`src/rtl/rand_req_arbiter_pkg.sv`:
```
// rtl/rand_req_arbiter_pkg.sv - shared constants and state encoding for the random-value arbiter
package rand_req_arbiter_pkg;

  localparam int STIR_CYCLES_DEF = 5;
  localparam int LFSR_WIDTH      = 4;

  typedef enum logic [1:0] {
    IDLE    = 2'd0,
    STIR    = 2'd1,
    CAPTURE = 2'd2,
    HOLD    = 2'd3
  } state_t;

endpackage

```
`src/rtl/rand_req_arbiter_rr.sv`:
```
// rtl/rand_req_arbiter_rr.sv - two-input round-robin picker, purely combinational
module rr_arbiter2 (
  input  logic [1:0] i_req,
  input  logic       i_last,
  output logic [1:0] o_win
);

  // A lone requester always wins; on a tie the one not served last wins.
  always_comb begin
    o_win = 2'b00;
    case (i_req)
      2'b01:   o_win = 2'b01;
      2'b10:   o_win = 2'b10;
      2'b11:   o_win = i_last ? 2'b01 : 2'b10;
      default: o_win = 2'b00;
    endcase
  end

endmodule

```
`src/rtl/rand_req_arbiter.sv`:
```
// rtl/rand_req_arbiter.sv - shares one LFSR between two requesters, stirring it per grant
module rand_req_arbiter
  import rand_req_arbiter_pkg::*;
#(
  parameter int STIR_CYCLES = STIR_CYCLES_DEF,
  parameter int WIDTH       = LFSR_WIDTH
) (
  input  logic             clk,
  input  logic             rst,
  input  logic [1:0]       req,
  input  logic [WIDTH-1:0] lfsr_q,
  output logic             lfsr_count,
  output logic [1:0]       grant,
  output logic [WIDTH-1:0] rand_out,
  output logic [1:0]       rand_valid,
  output logic             busy
);

  localparam int CW = $clog2(STIR_CYCLES + 1);

  state_t           r_state;
  logic [CW-1:0]    r_cnt;
  logic             r_ptr;
  logic [1:0]       r_grant;
  logic             r_count;
  logic [WIDTH-1:0] r_rand;
  logic [1:0]       r_valid;

  logic [1:0]       w_win;
  logic             w_owner_req;

  rr_arbiter2 u_rr (
    .i_req  (req),
    .i_last (r_ptr),
    .o_win  (w_win)
  );

  // The owner still wants the value while its own req bit stays high.
  assign w_owner_req = |(req & r_grant);

  assign lfsr_count = r_count;
  assign grant      = r_grant;
  assign rand_out   = r_rand;
  assign rand_valid = r_valid;
  assign busy       = (r_state != IDLE);

  // Grant, stir the LFSR for a fixed step count, capture, then hold until the owner lets go.
  always_ff @(posedge clk or posedge rst) begin
    if (rst) begin
      r_state <= IDLE;
      r_cnt   <= '0;
      r_ptr   <= 1'b1;
      r_grant <= 2'b00;
      r_count <= 1'b0;
      r_rand  <= '0;
      r_valid <= 2'b00;
    end else begin
      r_valid <= 2'b00;
      case (r_state)
        IDLE: begin
          if (|req) begin
            r_grant <= w_win;
            r_count <= 1'b1;
            r_cnt   <= CW'(STIR_CYCLES - 1);
            r_state <= STIR;
          end
        end
        STIR: begin
          if (!w_owner_req) begin
            r_count <= 1'b0;
            r_grant <= 2'b00;
            r_state <= IDLE;
          end else if (r_cnt == '0) begin
            r_count <= 1'b0;
            r_state <= CAPTURE;
          end else begin
            r_cnt <= r_cnt - CW'(1);
          end
        end
        CAPTURE: begin
          if (!w_owner_req) begin
            r_grant <= 2'b00;
            r_state <= IDLE;
          end else begin
            r_rand  <= lfsr_q;
            r_valid <= r_grant;
            r_ptr   <= r_grant[1];
            r_state <= HOLD;
          end
        end
        HOLD: begin
          if (!w_owner_req) begin
            r_grant <= 2'b00;
            r_state <= IDLE;
          end
        end
        default: r_state <= IDLE;
      endcase
    end
  end

endmodule

```
`config.mk`:
```
export PLATFORM = sky130hd
export DESIGN_NAME = rand_req_arbiter
export DESIGN_NICKNAME = d
export VERILOG_FILES = /design/src/rtl/rand_req_arbiter_pkg.sv /design/src/rtl/rand_req_arbiter_rr.sv /design/src/rtl/rand_req_arbiter.sv
export SDC_FILE = /design/constraint.sdc
export NUM_CORES = 1
export LEC_CHECK = 0
export CORE_MARGIN = 1.5
export CORE_UTILIZATION = 47
export DETAILED_ROUTE_END_ITERATION = 7
export GPL_TIMING_DRIVEN = 0
export PLACE_DENSITY = 0.76
export SLEW_MARGIN = 20
export SYNTH_ARGS = -nofsm -noshare
export SYNTH_HDL_FRONTEND = slang
export SYNTH_SLANG_ARGS = --single-unit
```
`constraint.sdc`:
```
create_clock -name clk -period 1.73 [get_ports clk]
set_input_delay 0.173 -clock clk [delete_from_list [all_inputs] [get_ports clk]]
set_output_delay 0.173 -clock clk [all_outputs]
set_load 0.01 [all_outputs]
```
== Yosys cells after proc, flatten, opt, wreduce, memory -nomap -nowiden ==
Index checks and enable logic that the tools add are counted.
Cells by class
  add/sub/neg operators: 1
  eq/ne operators: 11
  mux-type cells: 20
  bitwise logic cells: 1
  reductions and logical operators: 11
Operators with widths (number)
  2-bit 2-to-1 mux: 9
  3-bit 2-to-1 mux: 3
  2-bit == test (second input constant): 4
  2-bit inequality test (second input constant): 4
  2-bit one-hot mux with 4 select lines: 1
  2-bit one-hot mux with 3 select lines: 1
  3-bit one-hot mux with 2 select lines: 1
  3-bit AND reduction: 2
  2-bit by 1-bit == test with 1-bit output (second input constant): 2
  2-bit one-hot mux with 2 select lines: 1
  4-bit AND reduction: 1
  2-bit nonzero test: 2
  2-bit OR reduction: 2
  3-bit zero test: 1
  1-bit 2-to-1 mux: 3
  3-bit inequality test (second input constant): 1
  3-bit OR reduction: 1
  3-bit by 1-bit subtractor with 3-bit output (second input constant): 1
  2-bit bitwise AND: 1
  2-bit zero test: 1
  1-bit one-hot mux with 2 select lines: 1
  2-bit AND reduction: 1
Word-level totals
  register bits after elaboration: 15
  input bits: 8
  output and inout bits: 10
  logic and storage cells: 51

== Logic depth before layout (Yosys ltp) ==
Gate-level depths: netlist of run 1.
  depth in word-level cells: 4
  gate-level depth with buffers: 5
  gate-level depth less buffers: 5

== Cells and area by module ==
Synthesis of run 1 repeated with hierarchy kept, for this count alone.
Second synthesis, totals
  cell total of the unflattened synthesis: 73
  area total of the unflattened synthesis: 790.8 um^2
By module, submodules not included
  rand_req_arbiter: instances 1, cells each 70, area each 772.0 um^2, seq. area each 376.6 um^2
  rr_arbiter2: instances 1, cells each 3, area each 18.8 um^2, seq. area each 0.0 um^2

== Worst setup path before layout of run 1 ==
Ideal clock, no wire load.
  path kind: flip-flop to flip-flop
  from: register r_grant[1], in the netlist grant[1]
  to: register r_rand[0], in the netlist rand_out[0]
  arrival: 1.210 ns
  path slack: 0.395 ns
  cell stages (with the launch flop): 4
  buffers on the path: 0
  clock period less this slack: 1.335 ns
  cell sequence: dfrtp_1 -> a22oi_4 -> nor3_4 -> mux2_2
Between the ends
  word-level cells in the longest chain between the ends: 3
RTL lines
  start, declared: RTL line rand_req_arbiter.sv:24  | logic [1:0] r_grant;
  start signal, assigned: RTL line rand_req_arbiter.sv:62  | r_grant <= w_win;
  2-bit bitwise AND: RTL line rand_req_arbiter.sv:39  | assign w_owner_req = |(req & r_grant);
  2-bit OR reduction: RTL line rand_req_arbiter.sv:39
  2-bit AND reduction (no line)
  end signal, assigned: RTL line rand_req_arbiter.sv:85  | r_rand <= lfsr_q;
  end, declared: RTL line rand_req_arbiter.sv:26  | logic [WIDTH-1:0] r_rand;
Every way passes these cells.
A chain may end at the register's enable or synchronous reset.

== Worst setup path after layout of run 1 ==
  from: register r_state[0]
  to: output busy
Between the ends
  word-level cells in the longest chain between the ends: 1
RTL lines
  start, declared: RTL line rand_req_arbiter.sv:21  | state_t r_state;
  start signal, assigned: RTL line rand_req_arbiter.sv:50  | r_state <= IDLE;
  start signal, assigned: RTL line rand_req_arbiter.sv:65  | r_state <= STIR;
  start signal, assigned: RTL line rand_req_arbiter.sv:72  | r_state <= IDLE;
  2-bit nonzero test: RTL line rand_req_arbiter.sv:45  | assign busy = (r_state != IDLE);
  end, declared: RTL line rand_req_arbiter.sv:16  | output logic busy
Every way passes these cells.

==> flow_metrics.env, run 1 <==
export IMPL_vias=570
export IMPL_r2r_end="rand_out[3]$_DFFE_PP0P_"
export IMPL_dp_hpwl_um=950
export IMPL_portBuffers=15
export IMPL_grt_pass1_wl_um=2330
export IMPL_drt_pass1_iterations=4
export IMPL_cts_tree="done"
export IMPL_clk_root_buffer_cell="clkbuf_4"
export IMPL_finalMaxSlewViolations=0
export IMPL_antenna_cells=0
export IMPL_netlist_area_um2=754
export IMPL_row_count=14
export IMPL_crit_path_start_kind="register"
export IMPL_fmax_ghz=0.631
export IMPL_seq_power_share=0.398
export IMPL_drive_gt1_frac=0.163
export IMPL_placed_cell_area_um2=925
export IMPL_hp_class="input port to async pin"
export IMPL_power_frac_clock=0.132
export IMPL_power_leakage_nw=0.411
export IMPL_grt_max_degree=16
export IMPL_place_gp_congestion=0.760
export IMPL_finClkSkew_ns=0.00367
export IMPL_yosys_register_bits=15
export IMPL_nFillCells=127
export IMPL_cts_buffers=3
export IMPL_stdcell_area_um2=947
export IMPL_cts_max_level=1
export IMPL_p_comb_frac=0.470
export IMPL_hold_violations=0
export IMPL_dieWidth_um=43.1
export IMPL_synthCells=68
export IMPL_grt_pass1_vias=560
export IMPL_peakVddDrop_mv=0.965
export IMPL_period_share=0.916
export IMPL_power_total_mw=1.53
export IMPL_clk_latency_ns=0.29
export IMPL_crit_type="register to output pin"
export IMPL_ys_types=30
export IMPL_hold_slack_ns=0.233
export IMPL_dp_cells=99
export IMPL_die_h_um=43.1
export IMPL_setup_viol=0
export IMPL_status="finished, final reports clean"
export IMPL_fin_nets=97
export IMPL_core_um2=1510
export IMPL_worst_slew_pin_slew_ns=0.568
export IMPL_avgRoutedWirePerCell_um=13.0
export IMPL_yosysSeqAreaShare=0.499
export IMPL_reg2reg_from="grant[1]$_DFFE_PP0P_"
export IMPL_ioPinCount=18
export IMPL_final_cell_count_no_fill=102
export IMPL_ant_nets=0
export IMPL_powerDensity_nw_per_um2=1610
export IMPL_drtIter0Drc=10
export IMPL_drt_total_wl_um=1320
export IMPL_clock_tree_buffer_depth=2
export IMPL_path_max_fanout=9
export IMPL_endpoint_kind="output pin"
export IMPL_synthArstFlopShare=1.00
export IMPL_clock_sinks=15
export IMPL_tns_ns=0
export IMPL_clk_pin_slew_worst_paths_ns=0.09
export IMPL_cap_violations=0
export IMPL_p_switching_mw=0.554
export IMPL_required_ns=1.56
export IMPL_viasPerCell=5.59
export IMPL_syn2layout_area_growth_pct=25.5
export IMPL_relSlewSlack=0.621
export IMPL_avgSynthCellArea_um2=11.1
export IMPL_arrival_ns=1.41
export IMPL_die_area_um2=1850
export IMPL_syn_num_nets=78
export IMPL_post_cts_setup_buffer_count=0
export IMPL_period_needed_ns=1.59
export IMPL_synth_main_ff_cell="dfrtp_1"
export IMPL_start_util=0.501
export IMPL_synth_edf_count=0
export IMPL_yosys_warnings=0
export IMPL_reg2reg_setup_slack_ns=0.29
export IMPL_reg2regPathDepth=3
export IMPL_grt_overflow_total=0
export IMPL_drc=0
export IMPL_grt_usage=0.172
export IMPL_rsz0062_at_grt="false"
export IMPL_switching_share=0.363
export IMPL_cts_hold_buf=0
export IMPL_antenna_found_initial=0
export IMPL_p_int_mw=0.973
## per-stage QoR
stage	utilization	setup WS, ns
after floorplan	-	0.395
after global placement	0.614	0.203
after detailed placement	0.614	0.194
after CTS	0.631	0.0529
after global routing	0.629	0.0639
final	0.629	0.145
## cell families (layout without fill, tap and decap cells)
family,after synthesis,in the layout,synth area share
AO/OA/AOI/OAI,21,21,0.197
multiplexers,5,5,0.0746
adder cells (fa/ha/maj),2,2,0.0332
flip-flops,15,15,0.499
AND/OR/NAND/NOR,17,17,0.143
buffers and inverters,8,26,0.0531
## worst max-delay path by stage
stage / start / to / slack, ns / depth (start not counted)
3_3_place_gp: r_state[0]$_DFFE_PP0P_ / busy / 0.20 / 4
2_1_floorplan: grant[1]$_DFFE_PP0P_ / rand_out[0]$_DFFE_PP0P_ / 0.40 / 3
3_5_place_dp: r_state[0]$_DFFE_PP0P_ / busy / 0.19 / 4
4_1_cts: r_state[0]$_DFFE_PP0P_ / busy / 0.05 / 4
6_report: r_state[0]$_DFFE_PP0P_ / busy / 0.14 / 3
5_1_grt: r_state[0]$_DFFE_PP0P_ / busy / 0.06 / 3
## cell type report
type	count	area [um^2]	share of cell area
tap	16	20.0	0.0211
buffer	3	21.3	0.0225
inverter	4	15.0	0.0159
timing repair buffer	15	149	0.157
sequential	15	377	0.398
clock buffer	3	22.5	0.0238
multi-input combinational	45	338	0.357
clock inverter	1	5.00	0.00528
## worst max-delay path, cell delays in order, from the launching register on
cell	delay (ns)
dfrtp_1	0.38
buf_6	0.13
or2_1	0.29
dlygate4sd2_1	0.31
## metal layers
layer / wire, um / GRT usage
met1: 623 / 0.192
met2: 606 / 0.291
met3: 63 / 0.0638
met4: 29 / 0.0727
met5: 0 / 0
## power by group through the flow
| stage | logic [mW] | registers (mW) | clock network [mW] |
|---|---|---|---|
| 4_1_cts | 0.730 | 0.610 | 0.213 |
| 2_1_floorplan | 0.429 | 0.634 | 0 |
| 3_3_place_gp | 0.729 | 0.610 | 0 |
| 3_5_place_dp | 0.736 | 0.615 | 0 |
| 5_1_grt | 0.789 | 0.631 | 0.223 |
| 6_report | 0.717 | 0.608 | 0.202 |
## repair_timing
item                       4_1_cts  5_1_grt
resized for setup                1        0
setup endpoints to repair        1        1
pin swaps                        0        0
## registers in the layout, indices dropped and copies added, names as in the netlist
signal,cells
rand_out,4
lfsr_count,1
r_cnt,3
grant,2
r_ptr,1
r_state,2
rand_valid,2
## cells in the final DEF (no fill, tap or decap), types with 2 or more instances in the layout
cell type / Yosys / routed
o211ai_1: 2 / 2
nand2_1: 3 / 3
o22ai_1: 2 / 2
and2_1: 2 / 2
buf_2: 2 / 2
nand2b_1: 2 / 2
ha_1: 2 / 2
nor2b_1: 2 / 2
o311ai_0: 2 / 2
a21oi_1: 5 / 5
mux2_2: 3 / 3
dfrtp_1: 14 / 14
o21ai_0: 5 / 5
mux2_1: 2 / 2
clkdlybuf4s50_1: 0 / 14
inv_1: 4 / 4
o21bai_1: 2 / 2
clkbuf_4: 0 / 3
## cells in the mapped netlist (2+ instances only)
cell      instances  area [um^2]
a21oi_1           5         25.0
and2_1            2         12.5
buf_2             2         10.0
dfrtp_1          14          350
ha_1              2         25.0
inv_1             4         15.0
mux2_1            2         22.5
mux2_2            3         33.8
nand2_1           3         11.3
nand2b_1          2         12.5
nor2b_1           2         12.5
o211ai_1          2         15.0
o21ai_0           5         25.0
o21bai_1          2         15.0
o22ai_1           2         12.5
o311ai_0          2         17.5
Power figures use the tool's default switching activity.
==> run 2: changes to the inputs <==
--- a/config.mk
+++ b/config.mk
@@ -7,9 +7,11 @@
 export LEC_CHECK = 0
 export CORE_MARGIN = 1.5
 export CORE_UTILIZATION = 47
+export CTS_CLUSTER_DIAMETER = 30
 export DETAILED_ROUTE_END_ITERATION = 7
 export GPL_TIMING_DRIVEN = 0
 export PLACE_DENSITY = 0.76
+export RECOVER_POWER = 25
 export SLEW_MARGIN = 20
 export SYNTH_ARGS = -nofsm -noshare
 export SYNTH_HDL_FRONTEND = slang
==> run 2 against run 1 <==
Compared with the run above: combinational power about the same; clock skew unchanged; via count unchanged; final cell count unchanged; register-to-register slack hardly changed; non-clock buffer count unchanged; power about the same; clock power is essentially flat; design area is the same; largest cell class unchanged.
==> flow_metrics.env, run 2 (same netlist as run 1, synthesis figures left out) <==
export IMPL_p_int_mw=0.973
export IMPL_slowest_stage="dfrtp_1"
export IMPL_grt_max_degree=16
export IMPL_cts_buffers=3
export IMPL_power_leakage_nw=0.411
export IMPL_period_share=0.916
export IMPL_endpoint_kind="output pin"
export IMPL_syn2layout_area_growth_pct=25.5
export IMPL_die_area_um2=1850
export IMPL_antenna_cells=0
export IMPL_rsz0062_at_grt="false"
export IMPL_finClkSkew_ns=0.00367
export IMPL_antenna_found_initial=0
export IMPL_switching_share=0.363
export IMPL_core_um2=1510
export IMPL_status="finished, final reports clean"
export IMPL_cts_max_level=1
export IMPL_largest_reg_flops=4
export IMPL_portBuffers=15
export IMPL_path_max_fanout=9
export IMPL_grt_overflow_total=0
export IMPL_hold_violations=0
export IMPL_drtIter0Drc=10
export IMPL_peakVddDrop_mv=0.964
export IMPL_powerDensity_nw_per_um2=1610
export IMPL_crit_type="register to output pin"
export IMPL_required_ns=1.56
export IMPL_seq_power_share=0.398
export IMPL_grt_pass1_wl_um=2330
export IMPL_fmax_ghz=0.631
export IMPL_worst_path_largest_cell_delay_ns=0.38
export IMPL_p_switching_mw=0.554
export IMPL_drc=0
export IMPL_hp_class="input port to register"
export IMPL_drt_total_wl_um=1320
export IMPL_arrival_ns=1.41
export IMPL_start_util=0.501
export IMPL_place_gp_congestion=0.760
export IMPL_cts_hold_buf=0
export IMPL_mostFrequentLayoutCell="dfrtp_1"
export IMPL_drt_pass1_iterations=4
export IMPL_tns_ns=0
export IMPL_reg2reg_setup_slack_ns=0.29
export IMPL_clock_tree_buffer_depth=2
export IMPL_cap_violations=0
export IMPL_grt_usage=0.172
export IMPL_power_frac_clock=0.132
export IMPL_finalMaxSlewViolations=0
export IMPL_reg2reg_from="grant[1]$_DFFE_PP0P_"
export IMPL_period_needed_ns=1.59
export IMPL_worst_slew_pin_slew_ns=0.568
export IMPL_avgRoutedWirePerCell_um=13.0
export IMPL_clk_root_buffer_cell="clkbuf_4"
export IMPL_hold_slack_ns=0.277
export IMPL_fin_nets=97
export IMPL_setup_viol=0
export IMPL_layout_common_cells="14 x dfrtp_1, 13 x clkdlybuf4s50_1, 5 x o21ai_0, 5 x a21oi_1, 4 x inv_1"
export IMPL_row_count=14
export IMPL_clk_latency_ns=0.29
export IMPL_dp_hpwl_um=950
export IMPL_viasPerCell=5.59
export IMPL_startpoint="r_state[0]$_DFFE_PP0P_"
export IMPL_clk_pin_slew_worst_paths_ns=0.09
export IMPL_r2r_end="rand_out[3]$_DFFE_PP0P_"
export IMPL_ioPinCount=18
export IMPL_crit_path_start_kind="register"
export IMPL_reg2regPathDepth=3
export IMPL_relSlewSlack=0.621
export IMPL_worstPathCellList="buf_6 -> or2_1 -> dlygate4sd2_1"
export IMPL_drive_gt1_frac=0.163
export IMPL_ant_nets=0
export IMPL_p_comb_frac=0.469
export IMPL_grt_pass1_vias=560
export IMPL_cts_tree="done"
export IMPL_dieWidth_um=43.1
export IMPL_die_h_um=43.1
export IMPL_vias=570
export IMPL_clock_sinks=15
export IMPL_crit_end="busy"
==> run 2: metal layers <==
metal	global-route usage	vias up	wire length, um
li1	-	279	-
met1	0.192	274	623
met2	0.291	12	606
met3	0.0638	5	62
met4	0.0727	0	29
met5	0	-	0
==> run 2: repair_timing <==
action	CTS	global route
setup buffers	0	0
resized for setup	1	0
cloned	0	0
endpoints found under the setup margin	1	1
==> run 2: cell type report <==
| class | instances | area [um^2] |
|---|---|---|
| fillers | 127 | 559 |
| well taps | 16 | 20.0 |
| inverters | 4 | 15.0 |
| flip-flops and latches | 15 | 377 |
| repair buffers | 15 | 149 |
| clock inverters | 1 | 5.00 |
| multi-input cells | 45 | 338 |
| plain buffers | 3 | 21.3 |
| clock buffers | 3 | 22.5 |
==> run 2: critical path: cells and delay by family (launching register included) <==
kind / cells / cell delay [ns]
and+or+nand+nor: 1 / 0.29
DFF: 1 / 0.38
buffers and inverters: 2 / 0.44
==> run 2: worst min-delay path by stage <==
stage	to	slack (ns)	startpoint	depth (start not counted)
after floorplan	grant[0]$_DFFE_PP0P_	0.07	rst	1
after global placement	rand_out[1]$_DFFE_PP0P_	0.47	rand_out[1]$_DFFE_PP0P_	1
after detailed placement	lfsr_count$_DFFE_PP0P_	0.48	lfsr_count$_DFFE_PP0P_	1
after CTS	rand_out[2]$_DFFE_PP0P_	0.24	rst	2
after global routing	grant[0]$_DFFE_PP0P_	0.30	req[0]	3
final	grant[1]$_DFFE_PP0P_	0.28	req[1]	3
==> run 2: through the flow <==
stage | utilization | std cells | area [um^2] | worst slack [ns] | total power, mW
floorplan | - | 68 | 754 | 0.395 | 1.06
global placement | 0.614 | 99 | 925 | 0.203 | 1.34
detailed placement | 0.614 | 99 | 925 | 0.194 | 1.35
CTS | 0.631 | 103 | 951 | 0.0529 | 1.55
global route | 0.629 | 102 | 947 | 0.0639 | 1.64
finish | 0.629 | 102 | 947 | 0.145 | 1.53
==> run 2: power by group through the flow <==
stage	sequential [mW]	combinational, mW	clock (mW)
after global placement	0.610	0.729	0
after CTS	0.610	0.730	0.213
final	0.608	0.716	0.202
after floorplan	0.634	0.429	0
after detailed placement	0.615	0.736	0
after global routing	0.631	0.789	0.223
==> run 3: changes to the inputs <==
--- a/config.mk
+++ b/config.mk
@@ -8,6 +8,7 @@
 export CORE_MARGIN = 1.5
 export CORE_UTILIZATION = 47
 export CTS_CLUSTER_DIAMETER = 30
+export CTS_CLUSTER_SIZE = 14
 export DETAILED_ROUTE_END_ITERATION = 7
 export GPL_TIMING_DRIVEN = 0
 export PLACE_DENSITY = 0.76
@@ -16,3 +17,4 @@
 export SYNTH_ARGS = -nofsm -noshare
 export SYNTH_HDL_FRONTEND = slang
 export SYNTH_SLANG_ARGS = --single-unit
+export TNS_END_PERCENT = 10
==> results of run 3 <==
No change in the layout: final DEF, timing and power equal those of run 2.
